--- config.mk ---
export PLATFORM = sky130hd
export DESIGN_NAME = controle_vedacao
export DESIGN_NICKNAME = d
export VERILOG_FILES = /design/src/rtl/controle_vedacao.sv
export SDC_FILE = /design/constraint.sdc
export NUM_CORES = 1
export LEC_CHECK = 0
export ABC_AREA = 1
export CAP_MARGIN = 20
export CORE_MARGIN = 5
export CORE_UTILIZATION = 50
export CTS_BUF_LIST = sky130_fd_sc_hd__clkbuf_16
export CTS_CLUSTER_DIAMETER = 120
export DETAILED_ROUTE_END_ITERATION = 16
export HOLD_SLACK_MARGIN = 0.15
export PLACE_DENSITY = 0.81
export SLEW_MARGIN = 20
export SYNTH_ARGS = -nofsm -noshare
export SYNTH_HDL_FRONTEND = slang
export SYNTH_SLANG_ARGS = --single-unit
export TNS_END_PERCENT = 5
--- constraint.sdc ---
create_clock -name clk -period 2.1 [get_ports clk]
set_input_delay 0.525 -clock clk [delete_from_list [all_inputs] [get_ports clk]]
set_output_delay 0.525 -clock clk [all_outputs]
set_load 0.01 [all_outputs]
--- src/rtl/controle_vedacao.sv ---
// Cork-press sealing controller: times the press stroke, counts corks in the
// magazine and raises low-stock / empty alarms for the line controller.
module controle_vedacao #(
  parameter int unsigned ROLHAS_MAX   = 12,
  parameter int unsigned LIMIAR_BAIXO = 3,
  parameter int unsigned T_PRESS      = 4
) (
  input  logic       clk,
  input  logic       reset,
  input  logic       pos_ve,
  input  logic       abastecer,
  output logic       atuador,
  output logic       ve_done,
  output logic       alarme,
  output logic       baixo_estoque,
  output logic [3:0] rolhas
);

  localparam int unsigned CW = 4;
  localparam logic [CW-1:0] CNT_MAX = CW'(ROLHAS_MAX);
  localparam logic [CW-1:0] CNT_LOW = CW'(LIMIAR_BAIXO);
  localparam logic [CW-1:0] TMR_END = CW'(T_PRESS - 1);

  typedef enum logic [2:0] {
    IDLE,
    PRESS,
    DONE,
    WAIT_REL,
    FALTA
  } state_t;

  state_t          state, state_nxt;
  logic [CW-1:0]   timer, timer_nxt;
  logic [CW-1:0]   rolhas_nxt;
  logic            consome;

  // Next state, press timer and magazine count
  always_comb begin
    state_nxt  = state;
    timer_nxt  = timer;
    rolhas_nxt = rolhas;
    consome    = 1'b0;

    case (state)
      IDLE: begin
        if (pos_ve) begin
          if (rolhas != '0) begin
            state_nxt = PRESS;
            timer_nxt = '0;
          end else begin
            state_nxt = FALTA;
          end
        end
      end
      PRESS: begin
        if (!pos_ve) begin
          state_nxt = IDLE;
        end else if (timer == TMR_END) begin
          state_nxt = DONE;
          consome   = 1'b1;
        end else begin
          timer_nxt = timer + CW'(1);
        end
      end
      DONE:     state_nxt = WAIT_REL;
      WAIT_REL: if (!pos_ve) state_nxt = IDLE;
      FALTA:    if (abastecer) state_nxt = IDLE;
      default:  state_nxt = IDLE;
    endcase

    // A refill always overrides a simultaneous cork consumption
    if (abastecer) begin
      rolhas_nxt = CNT_MAX;
    end else if (consome && (rolhas != '0)) begin
      rolhas_nxt = rolhas - CW'(1);
    end
  end

  // State, counters and outputs registered from the next-state values
  always_ff @(posedge clk or negedge reset) begin
    if (!reset) begin
      state         <= IDLE;
      timer         <= '0;
      rolhas        <= CNT_MAX;
      atuador       <= 1'b0;
      ve_done       <= 1'b0;
      alarme        <= 1'b0;
      baixo_estoque <= 1'b0;
    end else begin
      state         <= state_nxt;
      timer         <= timer_nxt;
      rolhas        <= rolhas_nxt;
      atuador       <= (state_nxt == PRESS);
      ve_done       <= (state_nxt == DONE);
      alarme        <= (rolhas_nxt == '0);
      baixo_estoque <= (rolhas_nxt != '0) && (rolhas_nxt <= CNT_LOW);
    end
  end

endmodule

==> metrics.yaml <==
start_util: 0.531
yosysWarnings: 0
ant_nets: 0
holdBufCountCts: 0
wl_per_cell_microns: 11.2
drt-pass1-iter-count: 4
placed_cells: 126
cts_tree: "built"
drc: 0
post-cts-setup-buffer-count: 0
die_w_microns: 50.2
cts_resized: 0
die_h_microns: 50.2
outcome: "completed"
power_per_cell_area_mw_per_mm2: 1090
overflow: 0
end_kind: "output port"
cpMaxStageDelayCell: "dfstp_2"
numClockSinks: 15
drv_slew: 0
power_mw: 1.12
cp-start-kind: "flip-flop"
synth_seq_cells: 15
layout_setup_ws_ps: 222
dieArea_sq_mm: 0.00252
pin_count: 12
clk_latency_ps: 240
register_area_sq_um: 378
utilization: 0.674
grt_max_degree: 16
setup_viol: 0
area_growth_pct: 26.9
grt_pass1_vias: 663
clkPwrFrac: 0.327
synth-seq-area-share: 0.467
slew-limit-headroom: 0.808
design_area_sq_mm: 0.00103
cts_made_buffers: 3
row_count: 14
stdcell_count: 130
crit_chain: "clkdlybuf4s50_1"
crit_buf_inv: 1
fillers: 125
p_comb_frac: 0.326
fp.coreArea_sq_mm: 0.00152
syn_area_sq_um: 810
crit_required_ps: 1570
seqPwrFrac: 0.346
fin_nets: 121
grtUsageTotal: 0.135
p_int_mw: 0.742
diodes: 0
max_stage_delay_ps: 560
period_minus_slack_ps: 1880
synth_cell_type_count: 22
multi_input_area_sq_um: 360
io_buffers: 11
synth_fp_nets: 104
cp_max_fo: 5
arrival_ps: 1350
timing.hold.ws_ps: 516
avgSynthCellArea_sq_um: 8.26
cts-root-buf: "clkbuf_16"
pre_cts_slack_ps: 162
fin_tns_setup_ps: 0
place_hpwl_microns: 1130
place_area_sq_um: 947
antenna_found_initial: 0
rsz0062_at_grt: "false"
hp-class: "reg2reg"
p_sw_mw: 0.382
switching_share: 0.340
path_delay_family: "flip-flops"
tightest_slew_ps: 284
gp_congestion: 0.758
syn_inst: 98
max-cap-violations: 0
hold_viol: 0
grt_pass1_wl_microns: 2740
vias_per_cell: 5.05
fin_skew_ps: 2.04
p_leak_nw: 0.546
drt_iter0_drc: 10
fmax_ghz: 0.532
period_share: 0.894
cts.htree.levels: 1
layout-drive-gt1-share: 0.193
irDropWorstVdd_v: 0.000676
path_class: "reg2out"
path_clk_slew_ps: 50
detailroute.via_count: 657
cts.path.max_buffers: 2
routed_wl_microns: 1450
registers in the layout, indices dropped and copies added, names as in the netlist:
register	count
alarme	1
rolhas	4
timer	4
baixo_estoque	1
state	3
atuador	1
ve_done	1
layout make-up:
class	count	area share
multi-input cells	64	0.351
clock inverters	1	0.00487
flip-flops and latches	15	0.368
well taps	16	0.0195
clock buffers	3	0.0731
inverters	19	0.0694
repair buffers	12	0.114
synth_stat cells:
| master | number | area, sq um |
|---|---|---|
| or3b_1 | 1 | 8.76 |
| a21oi_1 | 2 | 10.0 |
| or2_2 | 1 | 6.26 |
| xor2_1 | 1 | 8.76 |
| nand4_1 | 2 | 12.5 |
| o311ai_0 | 1 | 8.76 |
| inv_2 | 4 | 15.0 |
| nand2_1 | 22 | 82.6 |
| nand3_4 | 1 | 17.5 |
| a31oi_1 | 1 | 6.26 |
| nor2_8 | 1 | 20.0 |
| ha_1 | 2 | 25.0 |
| nor2_4 | 1 | 11.3 |
| o21ai_1 | 3 | 15.0 |
| nor2_2 | 4 | 25.0 |
| nor2_1 | 7 | 26.3 |
| nand3_1 | 10 | 50.1 |
| dfrtp_1 | 13 | 325 |
| dfstp_2 | 2 | 52.6 |
| nand2_2 | 3 | 18.8 |
| o211ai_1 | 1 | 7.51 |
| inv_1 | 15 | 56.3 |
power groups by stage:
stage / clock network (mW) / registers, mW / logic (mW)
after floorplan: 0 / 0.397 / 0.261
after global placement: 0 / 0.392 / 0.358
after detailed placement: 0 / 0.394 / 0.366
after CTS: 0.371 / 0.390 / 0.371
after global routing: 0.391 / 0.398 / 0.421
final: 0.368 / 0.389 / 0.367
kinds of logic (layout without fill, tap and decap cells):
kind of cell	after synthesis	in the layout	synth area share
adders and majority gates	2	2	0.0309
xor gates and xnor gates	1	1	0.0108
AOI/OAI and AO/OA	8	8	0.0587
buffers and inverters	19	35	0.0881
and+or+nand+nor	53	53	0.345
DFF	15	15	0.467
worst paths after layout:
kind / from / endpoint / slack [ps] / cells past startpoint
worst min register to register: timer[1]$_DFFE_PN0P_ / timer[1]$_DFFE_PN0P_ / 520 / 2
min in group asynchronous: reset / rolhas[0]$_DFF_PN0_ / 590 / 2
worst max register to register: rolhas[0]$_DFF_PN0_ / baixo_estoque$_DFF_PN0_ / 530 / 10
max in group asynchronous: reset / rolhas[2]$_DFF_PN1_ / 1270 / 2
worst max-delay path: rolhas[3]$_DFF_PN1_ / rolhas[3] / 220 / 1
worst min-delay path: timer[1]$_DFFE_PN0P_ / timer[1]$_DFFE_PN0P_ / 520 / 2
layer usage:
layer	share of wire	global-route usage
met2	0.46	0.197
met5	0	0
met4	0.0069	0.0655
met3	0.047	0.0296
met1	0.48	0.189
cells in the final DEF (no fill, tap or decap), types with 2 or more instances in the layout:
cell type,n
nand2_1,22
inv_1,15
dfrtp_1,13
clkdlybuf4s50_1,11
nand3_1,10
nor2_1,7
nor2_2,4
inv_2,4
nand2_2,3
o21ai_1,3
clkbuf_16,3
nand4_1,2
a21oi_1,2
ha_1,2
dfstp_2,2
No activity file was read; power rests on OpenSTA's default activity.
